<file path="config.mk">
export PLATFORM = sky130hd
export DESIGN_NAME = lvds_lane_scheduler_flat
export DESIGN_NICKNAME = d
export VERILOG_FILES = /design/src/rtl/lvds_sched_pkg.sv /design/src/rtl/lvds_lane_scheduler_if.sv /design/src/rtl/rr_arbiter.sv /design/src/rtl/lvds_lane_scheduler.sv /design/src/flat_wrapper.sv
export SDC_FILE = /design/constraint.sdc
export NUM_CORES = 1
export LEC_CHECK = 0
export CAP_MARGIN = 0
export CORE_MARGIN = 1.5
export CORE_UTILIZATION = 50
export CTS_CLUSTER_DIAMETER = 150
export DETAILED_ROUTE_END_ITERATION = 7
export PLACE_DENSITY = 0.85
export SETUP_SLACK_MARGIN = 0.4
export SLEW_MARGIN = 20
export SYNTH_ARGS = -nofsm -noshare
export SYNTH_HDL_FRONTEND = slang
export SYNTH_SLANG_ARGS = --single-unit
export TNS_END_PERCENT = 10
</file>
<file path="constraint.sdc">
create_clock -name clk -period 5.9 [get_ports clk]
set_input_delay 1.18 -clock clk [delete_from_list [all_inputs] [get_ports clk]]
set_output_delay 1.18 -clock clk [all_outputs]
set_load 0.01 [all_outputs]
</file>
<file path="src/rtl/lvds_sched_pkg.sv">
// Shared state encoding, marker position, default idle payload and width helper
// for the LVDS lane scheduler.
package lvds_sched_pkg;

  typedef enum logic [1:0] {
    IDLE = 2'd0,
    DATA = 2'd1,
    LAST = 2'd2
  } state_t;

  localparam int         MARK_BIT      = 0;
  localparam logic [4:0] DEF_IDLE_CODE = 5'h15;

  function automatic int clog2(input int v);
    int r;
    r = 0;
    while ((1 << r) < v) r++;
    return r;
  endfunction

endpackage

</file>
<file path="src/rtl/lvds_lane_scheduler_if.sv">
// Requester-side and serializer-side handshake bundle of the lane scheduler;
// master is the scheduler, slave is whatever sits around it.
interface lvds_lane_scheduler_if #(
  parameter int N_REQ     = 4,
  parameter int PAYLOAD_W = 5
);
  logic [N_REQ-1:0]           req_valid;
  logic [N_REQ*PAYLOAD_W-1:0] req_data;
  logic [N_REQ-1:0]           req_ready;
  logic                       word_valid;
  logic [PAYLOAD_W:0]         word_data;
  logic                       word_ready;

  modport master (
    input  req_valid, req_data, word_ready,
    output req_ready, word_valid, word_data
  );

  modport slave (
    output req_valid, req_data, word_ready,
    input  req_ready, word_valid, word_data
  );
endinterface

</file>
<file path="src/rtl/rr_arbiter.sv">
// Round-robin pick: first asserted request at or after ptr, wrapping; purely
// combinational, zero latency, no backpressure of its own.
module rr_arbiter
  import lvds_sched_pkg::*;
#(
  parameter  int N_REQ = 4,
  localparam int PW    = (clog2(N_REQ) < 1) ? 1 : clog2(N_REQ)
) (
  input  logic [N_REQ-1:0] req,
  input  logic [PW-1:0]    ptr,
  output logic [N_REQ-1:0] grant,
  output logic [PW-1:0]    idx,
  output logic             any_valid
);

  int cand;

  always_comb begin
    grant     = '0;
    idx       = '0;
    any_valid = 1'b0;
    cand      = 0;
    for (int k = 0; k < N_REQ; k++) begin
      cand = (int'(ptr) + k) % N_REQ;
      if (!any_valid && req[PW'(cand)]) begin
        any_valid = 1'b1;
        idx       = PW'(cand);
      end
    end
    if (any_valid) grant[idx] = 1'b1;
  end

endmodule

</file>
<file path="src/rtl/lvds_lane_scheduler.sv">
// Frames N_REQ payload streams onto one LVDS lane word: header then round-robin data slots.
// Latency 1 cycle request->word_valid; the output register stalls on !word_ready and no grant is issued while it stalls.
module lvds_lane_scheduler
  import lvds_sched_pkg::*;
#(
  parameter int                   N_REQ     = 4,
  parameter int                   PAYLOAD_W = 5,
  parameter int                   FRAME_LEN = 8,
  parameter logic [PAYLOAD_W-1:0] IDLE_CODE = PAYLOAD_W'(DEF_IDLE_CODE)
) (
  input  logic                  clk,
  input  logic                  rst_n,
  input  logic                  enable,
  lvds_lane_scheduler_if.master bus,
  output logic                  frame_done,
  output logic                  busy
);

  localparam int PW = (clog2(N_REQ) < 1) ? 1 : clog2(N_REQ);
  localparam int SW = (clog2(FRAME_LEN) < 1) ? 1 : clog2(FRAME_LEN);
  localparam logic [SW-1:0] LAST_SLOT = SW'(FRAME_LEN - 1);

  state_t               state, state_nxt;
  logic [SW-1:0]        slot_cnt, slot_nxt;
  logic [PAYLOAD_W-1:0] seq_cnt, seq_nxt;
  logic [PW-1:0]        rr_ptr, ptr_nxt;
  logic                 word_valid_q;
  logic [PAYLOAD_W:0]   word_data_q;

  logic                 load, ld, hdr, ld_mark;
  logic [PAYLOAD_W-1:0] ld_pay, sel_dat;
  logic [N_REQ-1:0]     grant, req_rdy;
  logic [PW-1:0]        gidx;
  logic                 any_valid;

  rr_arbiter #(.N_REQ(N_REQ)) u_arb (
    .req       (bus.req_valid),
    .ptr       (rr_ptr),
    .grant     (grant),
    .idx       (gidx),
    .any_valid (any_valid)
  );

  assign load    = !word_valid_q || bus.word_ready;
  assign sel_dat = bus.req_data[int'(gidx)*PAYLOAD_W +: PAYLOAD_W];

  always_comb begin
    state_nxt  = state;
    slot_nxt   = slot_cnt;
    seq_nxt    = seq_cnt;
    ptr_nxt    = rr_ptr;
    ld         = 1'b0;
    hdr        = 1'b0;
    ld_pay     = '0;
    ld_mark    = 1'b0;
    req_rdy    = '0;
    frame_done = 1'b0;
    unique case (state)
      IDLE: hdr = enable && load;
      DATA: begin
        if (load) begin
          ld       = 1'b1;
          slot_nxt = slot_cnt + SW'(1);
          if (any_valid) begin
            ld_pay  = sel_dat;
            req_rdy = grant;
            ptr_nxt = (gidx == PW'(N_REQ - 1)) ? '0 : gidx + PW'(1);
          end else begin
            ld_pay = IDLE_CODE;
          end
          if (slot_cnt + SW'(1) == LAST_SLOT) state_nxt = LAST;
        end
      end
      LAST: begin
        // The final word retiring and the next header loading share one cycle.
        if (word_valid_q && bus.word_ready) begin
          frame_done = 1'b1;
          hdr        = enable;
          if (!enable) state_nxt = IDLE;
        end
      end
      default: state_nxt = IDLE;
    endcase
    if (hdr) begin
      ld        = 1'b1;
      ld_pay    = seq_cnt;
      ld_mark   = 1'b1;
      seq_nxt   = seq_cnt + PAYLOAD_W'(1);
      slot_nxt  = '0;
      state_nxt = DATA;
    end
  end

  always_ff @(posedge clk or negedge rst_n) begin
    if (!rst_n) begin
      state        <= IDLE;
      slot_cnt     <= '0;
      seq_cnt      <= '0;
      rr_ptr       <= '0;
      word_valid_q <= 1'b0;
      word_data_q  <= '0;
    end else begin
      state    <= state_nxt;
      slot_cnt <= slot_nxt;
      seq_cnt  <= seq_nxt;
      rr_ptr   <= ptr_nxt;
      if (ld) begin
        word_valid_q <= 1'b1;
        word_data_q  <= {ld_pay, ld_mark};
      end else if (bus.word_ready) begin
        word_valid_q <= 1'b0;
      end
    end
  end

  assign bus.req_ready  = req_rdy;
  assign bus.word_valid = word_valid_q;
  assign bus.word_data  = word_data_q;
  assign busy           = (state != IDLE);

endmodule

</file>
<file path="src/flat_wrapper.sv">
// flat-port wrapper written by rule: the top's interface ports become plain ports
module lvds_lane_scheduler_flat import lvds_sched_pkg::*;
#(
  parameter int                   N_REQ     = 4,
  parameter int                   PAYLOAD_W = 5,
  parameter int                   FRAME_LEN = 8,
  parameter logic [PAYLOAD_W-1:0] IDLE_CODE = PAYLOAD_W'(DEF_IDLE_CODE)
)
  (clk, rst_n, enable, frame_done, busy, bus_req_valid, bus_req_data, bus_word_ready, bus_req_ready, bus_word_valid, bus_word_data);
  lvds_lane_scheduler_if #(.N_REQ(N_REQ), .PAYLOAD_W(PAYLOAD_W)) bus_i ();
  input  logic clk;
  input  logic rst_n;
  input  logic enable;
  output logic frame_done;
  output logic busy;
  input wire logic [$bits(bus_i.req_valid)-1:0] bus_req_valid;
  input wire logic [$bits(bus_i.req_data)-1:0] bus_req_data;
  input wire logic [$bits(bus_i.word_ready)-1:0] bus_word_ready;
  output wire logic [$bits(bus_i.req_ready)-1:0] bus_req_ready;
  output wire logic [$bits(bus_i.word_valid)-1:0] bus_word_valid;
  output wire logic [$bits(bus_i.word_data)-1:0] bus_word_data;
  assign bus_i.req_valid = bus_req_valid;
  assign bus_i.req_data = bus_req_data;
  assign bus_i.word_ready = bus_word_ready;
  assign bus_req_ready = bus_i.req_ready;
  assign bus_word_valid = bus_i.word_valid;
  assign bus_word_data = bus_i.word_data;
  lvds_lane_scheduler #(.N_REQ(N_REQ), .PAYLOAD_W(PAYLOAD_W), .FRAME_LEN(FRAME_LEN), .IDLE_CODE(IDLE_CODE)) u_core (.clk(clk), .rst_n(rst_n), .enable(enable), .bus(bus_i), .frame_done(frame_done), .busy(busy));
endmodule
</file>
==> Word-level counts from Yosys, hierarchy flattened <==
Index checks and enable logic that the tools add are counted.
{ "op_classes": {"addsub": 6, "mul": 1, "n_div": 0, "order_cmp": 6, "eq_ne": 9, "shifts": 1, "muxes": 49, "n_bitwise": 0, "reduce_logical": 19} }
{ "op_table": {"columns": ["op", "count"], "rows": [
  ["20-bit by 32-bit variable part select with 5-bit output", 1],
  ["1-bit 2-to-1 mux", 22],
  ["2-bit 2-to-1 mux", 10],
  ["5-bit 2-to-1 mux", 4],
  ["2-bit by 4-bit < comparator with 1-bit output, second input constant", 4],
  ["4-bit 2-to-1 mux", 3],
  ["3-bit 2-to-1 mux", 3],
  ["3-bit by 1-bit inequality test with 1-bit output, second input constant", 3],
  ["1-bit binary-select mux with 2-bit select", 4],
  ["2-bit nonzero test", 4],
  ["1-bit logical AND", 6],
  ["2-bit case mux with 3 select lines", 1],
  ["5-bit by 1-bit adder with 5-bit output, second input constant", 1],
  ["2-bit by 3-bit multiplier with 5-bit output, second input constant", 1],
  ["5-bit AND reduction", 1],
  ["2-bit by 1-bit adder with 2-bit output, second input constant", 2],
  ["2-bit adder, second input constant", 2],
  ["2-bit equality test, second input constant", 2],
  ["1-bit logical NOT", 4],
  ["3-bit by 1-bit adder with 3-bit output, second input constant", 1],
  ["3-bit equality test, second input constant", 1],
  ["2-bit by 3-bit < comparator with 1-bit output, second input constant", 1],
  ["3-bit by 2-bit inequality test with 1-bit output, second input constant", 1],
  ["3-bit AND reduction", 1],
  ["8 further kinds", 8]
]} }
{ "totals": {"regBits": 19, "latchBits": 0, "mem_bits_rw": 0, "mem_bits_ro": 0, "inputBits": 28, "wordCells": 97, "n_memories": 0} }

==> Longest topological paths before layout <==
Gate-level depths: netlist of run 1.
{ "logic_depth": {"word_depth": 20, "depth_mapped": 7} }

==> Modules after synthesis <==
Synthesis of run 1 repeated with hierarchy kept, for this count alone.
{ "unflattened": {"cells_unflattened": 135, "area_unflattened_um2": 1303.8} }
{ "modules_own_cells": {"columns": ["mod", "instances", "cells_per_inst", "area_per_inst_um2"], "rows": [
  ["lvds_lane_scheduler", 1, 103, 1121.1],
  ["rr_arbiter", 1, 32, 182.7]
]} }

==> Worst setup path before layout of run 1 <==
Ideal clock, no wire load.
{ "synth_timing": {"path_type": "input to output", "start": "input port bus_req_valid[0]", "end": "output port bus_req_ready[2]", "t_arrival_ns": 2.367, "slack_ns": 2.353, "cell_stages": 7, "n_path_buf": 1, "path_cell_list": "or2b_1 a21oi_1 or2_1 buf_6 inv_1 ha_1 and2_1"} }
{ "synth_between": {"elab_chain_len": 20, "word_cells_on_any_way": 34, "cone_classes": "order compare: 2; mux: 25; reduce/logical: 7"} }
{ "synth_rtl": {"columns": ["item", "line_no", "source"], "rows": [
  ["start, declared", "flat_wrapper.sv:16", "input wire logic [$bits(bus_i.req_valid)-1:0] bus_req_valid;"],
  ["1-bit binary-select mux with 2-bit select", "rr_arbiter.sv:25", "if (!any_valid && req[PW'(cand)]) begin"],
  ["1-bit 2-to-1 mux (not written as such) (2 in a row)", "rr_arbiter.sv:25", null],
  ["1-bit 2-to-1 mux", "rr_arbiter.sv:25", null],
  ["1-bit logical NOT", "rr_arbiter.sv:25", null],
  ["1-bit logical AND", "rr_arbiter.sv:25", null],
  ["1-bit 2-to-1 mux", "rr_arbiter.sv:25", null],
  ["1-bit logical NOT", "rr_arbiter.sv:25", null],
  ["1-bit logical AND", "rr_arbiter.sv:25", null],
  ["(+3 left out)", null, null],
  ["2-bit 2-to-1 mux", "rr_arbiter.sv:25", null],
  ["2-bit by 3-bit < comparator with 1-bit output (not written as such) or 2-bit by 1-bit >= comparator with 1-bit output (tied branches)", "rr_arbiter.sv:30", "if (any_valid) grant[idx] = 1'b1;"],
  ["1-bit logical AND (not written as such)", "rr_arbiter.sv:30", null],
  ["1-bit 2-to-1 mux (not written as such)", "rr_arbiter.sv:30", null],
  ["1-bit demux with 2-bit select", "rr_arbiter.sv:30", null],
  ["4-bit 2-to-1 mux *", "lvds_lane_scheduler.sv:64", "if (any_valid) begin"],
  ["4-bit 2-to-1 mux *", "lvds_lane_scheduler.sv:61", "if (load) begin"],
  ["4-bit 2-to-1 mux *", "lvds_lane_scheduler.sv:58", "unique case (state)"],
  ["end, declared", "flat_wrapper.sv:19", "output wire logic [$bits(bus_i.req_ready)-1:0] bus_req_ready;"]
]} }
Mark *: on every way between the ends. The rest lies on a longest branch, timed or not. The select of a mux whose other input is x is not followed.

==> Worst setup path in the final report of run 1 <==
{ "layout_timing": {"start": "input port bus_req_valid[0]", "end": "output port bus_req_ready[3]"} }
The elaborated chain is that of the path after synthesis.

==> flow_summary.ini, run 1 <==
[floorplanning]
starting_density_of_the_core = 0.532
die_outline_area_um2 = 2980
die_x_um = 54.6
die_height_um = 54.6
top_level_ports = 41
rows = 18
floorplan.core_area_um2 = 2500

[placed_design]
io_buffers = 40
gpl.final_weighted_congestion = 0.809
place.detailed.instances = 215
place.detailed.hpwl_mm = 2.56

[cells_and_area]
final_common_cell = clkdlybuf4s50_1
num-fill-cells = 195
drive_gt1_frac = 0.0529
multi_input_gate_area_um2 = 810
mostFrequentLayoutCells = clkdlybuf4s50_1, dfrtp_1, nand2_1, nor2_1, a21oi_1
seqCellArea_um2 = 475
post_layout_nonfiller_instances = 219
final_core_util = 0.712
layout.nets = 225
antenna_cells = 0
area_growth_syn_to_layout_pct = 33.8

[clocking]
post_cts_hold_buffer_count = 0
total_number_of_clock_tree_sinks = 19
ctsLongestPathBuffers = 2
cts_root_buffer = clkbuf_4
cts_resized = 0
post-cts-setup-buffer-count = 0
cts-htree-levels = 1
cts.clk_slew.worst_paths_ps = 110
cts_made_buffers = 3
clock_tree_from_tritoncts = done
worstSkewPairLatency_ps = 300

[yosys]
netlist-cell-type-count = 46
proportion_of_register_bits_with_asynchronous_set_or_reset_after_synthesis = 1.00
synth_warnings = 0
syn_area_per_cell_um2 = 9.05
synthesis.instances = 147
synth_fp_nets = 182
post_synth_instance_area_um2 = 1330
synth.ff_latch_count = 19
synth_enable_flop_cells = 0
synth-seq-area-share = 0.357
dominantRegCellSynth = dfrtp_1

[drt]
vias = 1256
post_route_drc = 0
postRouteWirelength_mm = 3.24
routedWlPerCell_um = 14.8
final_antenna_net_count = 0
drt_pass1_iterations = 4
detail_route.iter0.violations = 25
vias_per_cell = 5.74

[global_route]
grt_overflow = 0
grt_antenna_before_repair = 0
first_global_vias = 1209
grt_max_degree = 20
global_route_wire_length_before_repair_mm = 5.18
grt_use_total = 0.243

[worst_setup_path]
most_numerous_cell_on_the_critical_path = clkdlybuf4s50_1
worstPathCellList = clkdlybuf4s50_1, or2b_1, a21oi_1, or2_1, inv_1, ha_1, and2_1, clkdlybuf4s50_1
path_class = primary input to output pin
crit_path_top_delay_cell = clkdlybuf4s50_1
worst_path_largest_cell_delay_ps = 540
worst_path_required_time_ps = 4720
worst_setup_path_end_kind = output pin
critPathArrivalTime_ps = 3670
critPathLaunchType = primary input
crit_fanout = 9

[timing]
finalHoldViolCount = 0
setup_viol_count_final = 0
final_critical_path_share_of_the_clock_period = 0.821
achievable-frequency_mhz = 206
timing.slew.headroom = 0.389
final_max_slew_viol_count = 0
grt_setup_unrepaired = false
worst_hold_slack_ps = 490
final.setup_skew_ps = 2.67
worst_slew_pin_slew_ps = 913
fin_setup_tns_ps = 0
timing.final.crit_period_ps = 4850

[pwr]
clockPowerShare = 0.094
vdd_ir_drop_max_mv = 0.251
pwr-share-comb = 0.565
cellPowerDensity_nw_per_um2 = 405
power.net_switching_uw = 309
sw_frac_of_total = 0.428
cell_internal_pwr_uw = 413
seqPwrFrac = 0.341
static-leakage-power_uw = 0.000761

[run_status]
status = finished clean

[worst_hold_path]
path_class_of_the_lowest_slack_min_delay_path = register to register

[flow_run]
max-cap-violations = 0
## cells by family (layout without fill, tap and decap cells)
group	count (synthesis)	in the layout	synth area share
AND/OR/NAND/NOR	60	60	0.247
AO/OA/AOI/OAI	44	44	0.246
buffers and inverters	10	52	0.0339
flip-flops	19	19	0.357
adder cells (fa/ha/maj)	7	7	0.0658
multiplexers	2	2	0.0160
XOR/XNOR	5	5	0.0329
## synthesized netlist by cell type (3+ instances only)
library cell | instances | area, um2
nor2_1 | 9 | 33.8
nand2b_1 | 7 | 43.8
ha_1 | 7 | 87.6
o21ai_0 | 7 | 35.0
inv_1 | 7 | 26.3
xnor2_1 | 4 | 35.0
nand2_1 | 14 | 52.6
nor2b_1 | 4 | 25.0
nand3_1 | 4 | 20.0
and2_1 | 6 | 37.5
nor3b_1 | 4 | 30.0
a211oi_1 | 6 | 45.0
a21oi_1 | 8 | 40.0
dfrtp_1 | 19 | 475
a2111oi_0 | 3 | 26.3
## critical path: cells and delay by family
family,cells,cell delay [ps]
buffers and inverters,3,1120
AND/OR/NAND/NOR,3,760
AO/OA/AOI/OAI,1,410
adder cells (fa/ha/maj),1,200
## cell type report
| cell class | count | area share |
|---|---|---|
| inverter | 8 | 0.0169 |
| tap | 30 | 0.0211 |
| clock buffer | 4 | 0.0148 |
| timing repair buffer | 40 | 0.225 |
| sequential | 19 | 0.267 |
| multi-input combinational | 118 | 0.455 |
## worst paths after layout
path | startpoint | end | slack, ps | cells past startpoint
max in group asynchronous | rst_n | u_core.slot_cnt[2] | 3960 | 1
worst min-delay path | u_core.seq_cnt[4] | u_core.seq_cnt[4] | 490 | 1
min in group asynchronous | rst_n | u_core.seq_cnt[4] | 1380 | 1
worst min register to register | u_core.seq_cnt[4] | u_core.seq_cnt[4] | 490 | 1
worst max-delay path | bus_req_valid[0] | bus_req_ready[3] | 1050 | 8
worst max register to register | u_core.rr_ptr[0] | u_core.rr_ptr[1] | 3690 | 6
## flip-flops by register name (all words and copies together), names as in the netlist
register,count
u_core.rr_ptr,2
u_core.bus.word_data,6
u_core.state,2
u_core.slot_cnt,3
u_core.seq_cnt,5
u_core.bus.word_valid,1
## power by group through the flow
stage	sequential (uW)	clock, uW	combinational [uW]
2_1_floorplan	245	0	261
3_3_place_gp	244	0	393
3_5_place_dp	248	0	409
4_1_cts	245	69.1	410
5_1_grt	254	76.1	453
6_report	246	67.8	408
## metrics by stage
stage	cell area (um2)	total power (uW)	setup WS, ps
2_1_floorplan	1330	506	2350
6_report	1780	721	1050
5_1_grt	1780	783	829
4_1_cts	1780	724	1080
3_5_place_dp	1750	656	1080
3_3_place_gp	1750	637	1170
## metal layers
layer | up-vias | track usage | part of all wire
li1 | 630 | - | -
met1 | 584 | 0.299 | 0.45
met2 | 40 | 0.436 | 0.50
met3 | 2 | 0.0355 | 0.042
met4 | 0 | 0.0667 | 0.0083
met5 | - | 0 | 0
No activity file was read; power rests on OpenSTA's default activity.
==> run 2: changes to the inputs <==
CORE_UTILIZATION = 42   (was 50)
PLACE_DENSITY = 0.76   (was 0.85)
clock period = 4.3 ns   (was 5.9 ns; I/O delays follow)
==> flow_summary.ini, run 2 (synthesis gave the netlist of run 1 again) <==
[worst_hold_path]
path_class_of_the_lowest_slack_min_delay_path = register to register
whs_path_depth = 1

[drt]
vias = 1327
postRouteWirelength_mm = 3.41
routedWlPerCell_um = 14.3
drt_pass1_iterations = 4
detail_route.iter0.violations = 36
final_antenna_net_count = 0
vias_per_cell = 5.55
post_route_drc = 0

[run_status]
status = finished clean

[clocking]
total_number_of_clock_tree_sinks = 19
clock_tree_from_tritoncts = done
ctsLongestPathBuffers = 2
worstSkewPairLatency_ps = 310
cts.clk_slew.worst_paths_ps = 120
cts-htree-levels = 1
post_cts_hold_buffer_count = 0
cts_root_buffer = clkbuf_4
cts_made_buffers = 3

[global_route]
grt_overflow = 0
grt_use_total = 0.213
first_global_vias = 1269
grt_antenna_before_repair = 0
global_route_wire_length_before_repair_mm = 5.62
grt_max_degree = 20

[worst_setup_path]
worst-path-buf-inv = 3
worst_path_required_time_ps = 3440
crit_path_top_delay_cell = clkdlybuf4s50_1
critPathArrivalTime_ps = 2930
timing.critical_path.depth = 8
worst_setup_path_end_kind = output pin
worst_path_largest_cell_delay_ps = 530
worstPathCellList = clkdlybuf4s50_1, or2b_1, a21oi_1, or2_4, inv_1, ha_1, and2_1, clkdlybuf4s50_1
most_numerous_cell_on_the_critical_path = clkdlybuf4s50_1
worst-r2r-cell-count = 5
crit_family = buffers and inverters
path_class = primary input to output pin
crit_fanout = 9
critPathLaunchType = primary input

[floorplanning]
die_height_um = 59.3
die_outline_area_um2 = 3510
floorplan.core_area_um2 = 3030
rows = 20
die_x_um = 59.3
top_level_ports = 41
starting_density_of_the_core = 0.439

[timing]
final.setup_skew_ps = 8.70
timing.final.crit_period_ps = 3790
fin_setup_tns_ps = 0
worst_hold_slack_ps = 489
worst_slew_pin_slew_ps = 901
grt_setup_unrepaired = false
timing.slew.headroom = 0.397
final_critical_path_share_of_the_clock_period = 0.881
achievable-frequency_mhz = 264
finalHoldViolCount = 0
setup_viol_count_final = 0
final_max_slew_viol_count = 0

[cells_and_area]
mostFrequentLayoutCells = clkdlybuf4s50_1, dfrtp_1, nand2_1, nor2_1
final_common_cell = clkdlybuf4s50_1
antenna_cells = 0
final_core_util = 0.610
drive_gt1_frac = 0.0923
final_design_area_no_fill_um2 = 1850
max_ffs_per_register = 6
layout.nets = 231
area_growth_syn_to_layout_pct = 38.9

[placed_design]
placed_area_um2 = 1790
io_buffers = 40
gpl.final_weighted_congestion = 0.809
place.detailed.hpwl_mm = 2.61

[pwr]
vdd_ir_drop_max_mv = 0.249
static-leakage-power_uw = 0.000791
design_power_total_uw = 1030
cellPowerDensity_nw_per_um2 = 560

[flow_run]
max-cap-violations = 0
## run 2: final timing paths
check / startpoint / to / slack (ps)
worst max-delay path: bus_req_valid[0] / bus_req_ready[3] / 510
max in group asynchronous: rst_n / u_core.seq_cnt[2] / 2700
worst max register to register: u_core.state[0] / u_core.bus.word_data[1] / 2420
worst min register to register: u_core.seq_cnt[4] / u_core.seq_cnt[4] / 490
min in group asynchronous: rst_n / u_core.bus.word_valid / 1040
worst min-delay path: u_core.seq_cnt[4] / u_core.seq_cnt[4] / 490
## run 2: where the power goes
group / switching [uW] / leakage [uW] / internal [uW]
clock: 63.3 / 0.0000150 / 36.2
sequential: 78.8 / 0.000233 / 256
combinational: 297 / 0.000543 / 303
## run 2: cell type report
type                       count  area [um2]
inverter                       8        30.0
fill                         270        1180
tap                           44        55.1
sequential                    19         475
clock buffer                   4        26.3
multi-input combinational    118         816
timing repair buffer          46         445
## run 2: worst reg2reg max path, stage by stage (launching register included)
cell and delay (ps):
dfrtp_1 440, nand2b_1 160, a211o_1 420, a21o_1 230, a2111oi_0 410, a221oi_1 90
## run 2: repair_timing
item                       CTS  global route
pin swaps                    1             0
buffers inserted             3             0
resized for setup            0             2
setup endpoints to repair    3             4
## run 2: per-layer routing
| metal | part of all wire | vias to the layer above | global-route usage | routed length, um |
|---|---|---|---|---|
| met1 | 0.43 | 635 | 0.258 | 1480 |
| met5 | 0 | - | 0 | 0 |
| met3 | 0.054 | 8 | 0.0524 | 183 |
| li1 | - | 638 | - | - |
| met2 | 0.49 | 46 | 0.356 | 1680 |
| met4 | 0.019 | 0 | 0.0942 | 65 |
## run 2: stage by stage
stage                     setup slack [ps]  instances
after floorplan                       1390        147
after global placement                 440        232
after detailed placement               312        232
after CTS                              384        239
after global routing                   423        239
final                                  513        239
